===== src/rtl/regfile_scoreboard.sv =====
// Two-read/two-write register file with optional write-to-read bypass and a per-register busy scoreboard.
// Reads and busy lookups are combinational; storage, busy and pending update one edge later; no backpressure.
module regfile_scoreboard #(
  parameter int          DATA_W   = 32,
  parameter int          ADDR_W   = 5,
  parameter int          SP_INDEX = 29,
  parameter logic [31:0] SP_RESET = 32'h00000800,
  parameter int          BYPASS   = 1
) (
  input  logic              clk,
  input  logic              reset,
  input  logic              rd_en,
  input  logic [ADDR_W-1:0] ra1,
  input  logic [ADDR_W-1:0] ra2,
  output logic [DATA_W-1:0] rd1,
  output logic [DATA_W-1:0] rd2,
  input  logic              we0,
  input  logic              we1,
  input  logic [ADDR_W-1:0] wa0,
  input  logic [ADDR_W-1:0] wa1,
  input  logic [DATA_W-1:0] wd0,
  input  logic [DATA_W-1:0] wd1,
  input  logic              iss_valid,
  input  logic [ADDR_W-1:0] iss_reg,
  output logic              busy1,
  output logic              busy2,
  output logic [ADDR_W:0]   pending
);

  localparam int                DEPTH   = 1 << ADDR_W;
  localparam logic [DATA_W-1:0] SP_INIT = DATA_W'(SP_RESET);

  logic [DATA_W-1:0] regs [1:DEPTH-1];
  logic [DEPTH-1:0]  busy;
  logic [DEPTH-1:0]  busy_nxt;
  logic [ADDR_W:0]   pending_nxt;

  // Port 1 beats port 0 both for forwarding and for same-address stores.
  function automatic logic [DATA_W-1:0] read_port(input logic [ADDR_W-1:0] ra);
    if (!rd_en || ra == '0) return '0;
    if (BYPASS != 0 && we1 && wa1 == ra) return wd1;
    if (BYPASS != 0 && we0 && wa0 == ra) return wd0;
    return regs[ra];
  endfunction

  always_comb begin
    rd1 = read_port(ra1);
    rd2 = read_port(ra2);
  end

  // A new issue outranks a same-cycle writeback: the later producer owns the register.
  always_comb begin
    busy_nxt    = '0;
    pending_nxt = '0;
    for (int r = 1; r < DEPTH; r++) begin
      busy_nxt[r] = (iss_valid && iss_reg == ADDR_W'(r)) ||
                    (busy[r] && !((we0 && wa0 == ADDR_W'(r)) || (we1 && wa1 == ADDR_W'(r))));
      pending_nxt = pending_nxt + (ADDR_W+1)'(busy_nxt[r]);
    end
  end

  assign busy1 = busy[ra1];
  assign busy2 = busy[ra2];

  always_ff @(posedge clk or posedge reset) begin
    if (reset) begin
      for (int r = 1; r < DEPTH; r++) begin
        regs[r] <= (r == SP_INDEX) ? SP_INIT : '0;
      end
      busy    <= '0;
      pending <= '0;
    end else begin
      for (int r = 1; r < DEPTH; r++) begin
        if (we1 && wa1 == ADDR_W'(r)) begin
          regs[r] <= wd1;
        end else if (we0 && wa0 == ADDR_W'(r)) begin
          regs[r] <= wd0;
        end
      end
      busy    <= busy_nxt;
      pending <= pending_nxt;
    end
  end

endmodule


===== config.mk =====
export PLATFORM = sky130hd
export DESIGN_NAME = regfile_scoreboard
export DESIGN_NICKNAME = d
export VERILOG_FILES = /design/src/rtl/regfile_scoreboard.sv
export SDC_FILE = /design/constraint.sdc
export NUM_CORES = 2
export LEC_CHECK = 0
export ABC_CLOCK_PERIOD_IN_PS = 44200
export CAP_MARGIN = 20
export CORE_ASPECT_RATIO = 1.1
export CORE_MARGIN = 5
export CORE_UTILIZATION = 50
export DETAILED_ROUTE_END_ITERATION = 7
export PLACE_DENSITY = 0.68
export SLEW_MARGIN = 10
export SYNTH_ARGS = -nofsm -noshare
export SYNTH_HDL_FRONTEND = slang
export SYNTH_SLANG_ARGS = --single-unit
export TNS_END_PERCENT = 100

===== constraint.sdc =====
create_clock -name clk -period 44.2 [get_ports clk]
set_input_delay 8.84 -clock clk [delete_from_list [all_inputs] [get_ports clk]]
set_output_delay 8.84 -clock clk [all_outputs]
set_load 0.005 [all_outputs]

**Word level (Yosys, flattened, before mapping)**

Index checks and enable logic that the tools add are counted.

- Flip-flop bits (word level): 1029

- Reductions and logical operators: 257
- Multiplexer cells: 96
- $add $sub $neg: 30
- Order comparisons: 4
- Bitwise operators: 2
- Equal/unequal tests: 97

Operators with widths:

| operator | number |
|---|---|
| $mux 32 | 78 |
| $bmux 32 s5 | 2 |
| $eq 5x5->1 const B | 48 |
| $add 6x1->6 | 25 |
| $logic_and 1x1->1 | 128 |
| $eq 5x4->1 const B | 24 |
| $logic_or 1x1->1 | 64 |
| $reduce_bool 2->1 | 31 |
| $eq 5x3->1 const B | 12 |
| $logic_not 1->1 | 32 |
| $eq 5x2->1 const B | 6 |
| $eq 5x5->1 | 4 |
| $eq 5x1->1 const B | 3 |
| $mux 1 | 14 |
| $ge 6x6->1 const B | 2 |
| $lt 5x6->1 const B | 2 |
| $not 5->6 | 2 |
| $bmux 1 s5 | 2 |
| $logic_not 5->1 | 2 |
| $add 5x1->6 | 1 |
| $add 4x1->5 | 1 |
| $add 3x1->4 | 1 |
| $add 2x1->3 | 1 |
| $add 1x1->2 | 1 |

**Depth between registers and ports, before layout**

- Depth after elaboration: 36
- Depth in mapped cells: 23
- Gate-level depth less buffers: 21

**Worst setup path after synthesis**

Ideal clock, no wire load.

- Path kind: input to output
- Start point: in ra2[0]
- End point: out busy2
- Data required time: 35.360 ns
- Path slack: 24.801 ns
- Arrival time: 10.559 ns
- Cell stages on the path: 6
- Path through: buf_2 -> buf_6 -> buf_6 -> mux4_2 -> mux4_2 -> mux2_2

- Cells in the longest elaborated chain, start to end: 2

Ends and longest elaborated chain:

| what | line | source |
|---|---|---|
| start, declared | 14 | `input logic [ADDR_W-1:0] ra2,` |
| $bmux 1 s5 | 63 | `assign busy2 = busy[ra2];` |
| $mux 1 (not written as such) | 63 |  |
| end, declared | 26 | `output logic busy2,` |

Every way passes these cells. The select of a mux whose other input is x is not followed.

**Worst setup path in the final report**

- Start point: in ra1[0]
- End point: out rd1[21]

- Cells in the longest elaborated chain, start to end: 8
- Elaborated cells between the ends (all ways): 21

Ends and longest elaborated chain:

| what | line | source |
|---|---|---|
| start, declared | 13 | `input logic [ADDR_W-1:0] ra1,` |
| parallel branches: the longest is 7 deep, another holds $bmux 32 s5 | n/a |  |
| $mux 32 (*) | 41 | `if (BYPASS != 0 && we1 && wa1 == ra) return wd1;` |
| end, declared | 15 | `output logic [DATA_W-1:0] rd1,` |

Mark *: on every way between the ends. The select of a mux whose other input is x is not followed.

==> impl_metrics.env <==
export IMPL_wl_um=266000
export IMPL_grt_max_degree=160
export IMPL_critPathCaptureType="output pin"
export IMPL_combPwrFrac=0.317
export IMPL_synth_edf_count=0
export IMPL_synthAdderAreaFrac=0.00818
export IMPL_max_freq_ghz=0.0445
export IMPL_cts_tree="built"
export IMPL_cts_root_buf="clkbuf_16"
export IMPL_grt_pass1_vias=57211
export IMPL_die_width_um=359
export IMPL_yosysWarnings=0
export IMPL_rsz0062_at_grt="false"
export IMPL_setup_worst_path_start_class="primary input"
export IMPL_synth_area_per_cell_sq_um=9.55
export IMPL_synth_nets=7144
export IMPL_clk_pin_slew_ps=70
export IMPL_holdCritPathClass="reg2reg"
export IMPL_clk_path_buf_depth=3
export IMPL_path_cells="buf_8 -> buf_4 -> buf_12 -> mux4_2 -> nor2b_1 -> nor3_1 -> nor3_1 -> o41ai_1 -> clkdlybuf4s50_1"
export IMPL_p_switching_mw=1.22
export IMPL_register_area_sq_mm=0.0258
export IMPL_critPathKind="in2out"
export IMPL_grt_overflow=0
export IMPL_area_growth_pct=8.67
export IMPL_cts_resized=0
export IMPL_antenna_found_initial=12
export IMPL_async_flop_share=1.00
export IMPL_drc_errors=0
export IMPL_finalClockSkew_ps=17.4
export IMPL_syn_inst=7019
export IMPL_critPathLaunch="ra1[0]"
export IMPL_fp_coreArea_sq_mm=0.133
export IMPL_timing_slew_headroom=0.131
export IMPL_layout_drive_gt1_share=0.0969
export IMPL_grt_pass1_wl_um=390000
export IMPL_synthFlopType="dfrtp_1"
export IMPL_vias_per_cell=6.86
export IMPL_start_util=0.505
export IMPL_ios=167
export IMPL_gp_congestion=0.915
export IMPL_io_buffers=166
export IMPL_power_mw=3.50
export IMPL_power_sequential_fraction=0.403
export IMPL_hold_buffers=0
export IMPL_ant_nets=0
export IMPL_synth_top_family_by_area="multiplexers"
export IMPL_fin_tns_setup_ps=0
export IMPL_power_internal_mw=2.28
export IMPL_synth_mux_area_frac=0.303
export IMPL_synth_yosys_seq_area_share=0.384
export IMPL_clock_sinks=1029
export IMPL_clk_latency_ps=760
export IMPL_critPathArrivalTime_ps=13640
export IMPL_numPlacedInstances=8276
export IMPL_powerDensity_mw_per_mm2=48.1
export IMPL_maxSlewViolCount=0
export IMPL_period_share=0.509
export IMPL_required_ps=35360
export IMPL_synth_seq_cells=1029
export IMPL_multi_input_area_sq_mm=0.0378
export IMPL_hold_path_startpoint="regs[75]"
export IMPL_synth_compound_area_share=0.146
export IMPL_h_tree_depth=3
export IMPL_drtPass1Iterations=6
export IMPL_min_period_ps=22480
export IMPL_worst_pin_slew_ps=1290
export IMPL_fill_cells=11743
export IMPL_hold_violations=0
export IMPL_final_nets=6739
export IMPL_fin_area_sq_mm=0.0728
export IMPL_timing_rr_start="busy[24]"
export IMPL_row_count=140
export IMPL_dpl_hpwl_um=149000
export IMPL_post_cts_buffers=0
export IMPL_max_stage_delay_ps=970
export IMPL_dpl_instance_area_sq_mm=0.0690
export IMPL_vias=58178
export IMPL_yosys_area_share_xor_xnor=0.00301
export IMPL_gr_usage_all_layers=0.364
export IMPL_stdcell_count=8479
export IMPL_die_y_um=394
export IMPL_switching_share=0.349
export IMPL_dieArea_sq_mm=0.141
export IMPL_drtIter0Drc=8558
export IMPL_status="completed"
export IMPL_crit_path_max_fanout=137
export IMPL_synth_area_sq_mm=0.0670
export IMPL_wl_per_cell_um=31.4
export IMPL_crit_top_cell="nor3_1"
export IMPL_setup_viol=0
export IMPL_cap_viol_max_count=0
export IMPL_power_frac_clock=0.280
export IMPL_synth_cell_type_count=54
export IMPL_cp_slowest_cell="buf_4"
export IMPL_cts_buffers=107
export IMPL_synth_simple_area_share=0.0963
export IMPL_ir_drop_mv=0.0709
export IMPL_power_leakage_nw=32.5
==> stage by stage <==
step / hold slack [ps] / utilization / worst slack [ps]
6_report: 581 / 0.548 / 21720
5_1_grt: 602 / 0.548 / 21620
4_1_cts: 581 / 0.548 / 21670
3_5_place_dp: 572 / 0.519 / 21670
3_3_place_gp: 552 / 0.519 / 21700
2_1_floorplan: 500 / - / 6400
==> worst paths after layout <==
check	endpoint	cells after the start	slack, ps
min in group asynchronous	regs[134]	2	8700
max reg2reg	pending[4]	15	38770
min reg2reg	regs[75]	2	580
max in group asynchronous	regs[503]	5	32100
max	rd1[21]	9	21720
min	regs[75]	2	580
==> power by group through the flow <==
stage | registers, mW | clock network, mW | logic (mW)
finish | 1.41 | 0.980 | 1.11
global route | 1.44 | 1.02 | 1.22
CTS | 1.40 | 0.982 | 1.11
detailed placement | 1.41 | 0 | 1.11
global placement | 1.40 | 0 | 1.08
floorplan | 1.35 | 0 | 0.800
==> final cells by class <==
type / count / area share
Timing Repair Buffer: 349 / 0.0433
Sequential cell: 1029 / 0.354
Clock buffer: 153 / 0.0437
Inverter: 34 / 0.00186
Antenna cell: 5 / 0.000172
Clock inverter: 41 / 0.00746
Multi-Input combinational cell: 5093 / 0.519
Tap cell: 1775 / 0.0305
==> layer usage <==
layer  part of all wire  global-route usage
met2               0.42               0.528
met3               0.12               0.108
met1               0.38               0.470
met5            0.00034                   0
met4              0.079               0.244
==> state kept, by name (all words and copies together), names as in the netlist <==
signal and count:
busy 31, pending 6, regs 992
==> worst max-delay path: cells and delay by family <==
kind / cells / cell delay (ps)
simple gates: 3 / 410
buf+inv: 4 / 2940
compound gates: 1 / 820
mux: 1 / 380
==> Yosys cell counts (70+ instances only) <==
library cell,count,area [sq um]
mux2i_1,1696,17000
dfrtp_1,1028,25700
nand2_1,558,2090
nor2_1,546,2050
clkbuf_1,534,2000
a21oi_1,512,2560
o21ai_0,495,2480
o22ai_1,320,2000
nor3_1,226,1130
buf_2,148,741
mux4_2,114,2570
buf_1,85,319
nor2b_1,80,500
buf_4,77,578
a32oi_1,70,613
==> logic make-up (layout without fill, tap and decap cells) <==
| logic type | count (synthesis) | after routing |
|---|---|---|
| AO/OA/AOI/OAI | 1649 | 1649 |
| XOR/XNOR | 23 | 23 |
| adder cells (fa/ha/maj) | 30 | 30 |
| buffers and inverters | 897 | 577 |
| flip-flops | 1029 | 1029 |
| multiplexers | 1877 | 1877 |
| other | 0 | 5 |
| AND/OR/NAND/NOR | 1514 | 1514 |
==> layout by cell type, fill, tap and decap left out, types with 13 or more instances in the layout <==
master / instances
a21oi_1: 512
a221oi_1: 63
a22oi_1: 32
a311oi_1: 32
a32oi_1: 70
buf_4: 178
clkbuf_1: 16
clkbuf_16: 110
clkbuf_8: 27
clkdlybuf4s50_1: 155
clkinv_2: 21
dfrtp_1: 1028
fa_1: 23
inv_1: 33
mux2_2: 67
mux2i_1: 1696
mux4_2: 114
nand2_1: 530
nand2_4: 18
nand2b_1: 43
nor2_1: 528
nor2_4: 21
nor2b_1: 75
nor3_1: 224
o21a_1: 36
o21ai_0: 495
o22ai_1: 320
o41ai_1: 61
xor2_1: 13
Note: power is estimated with default switching activity, not from simulation.
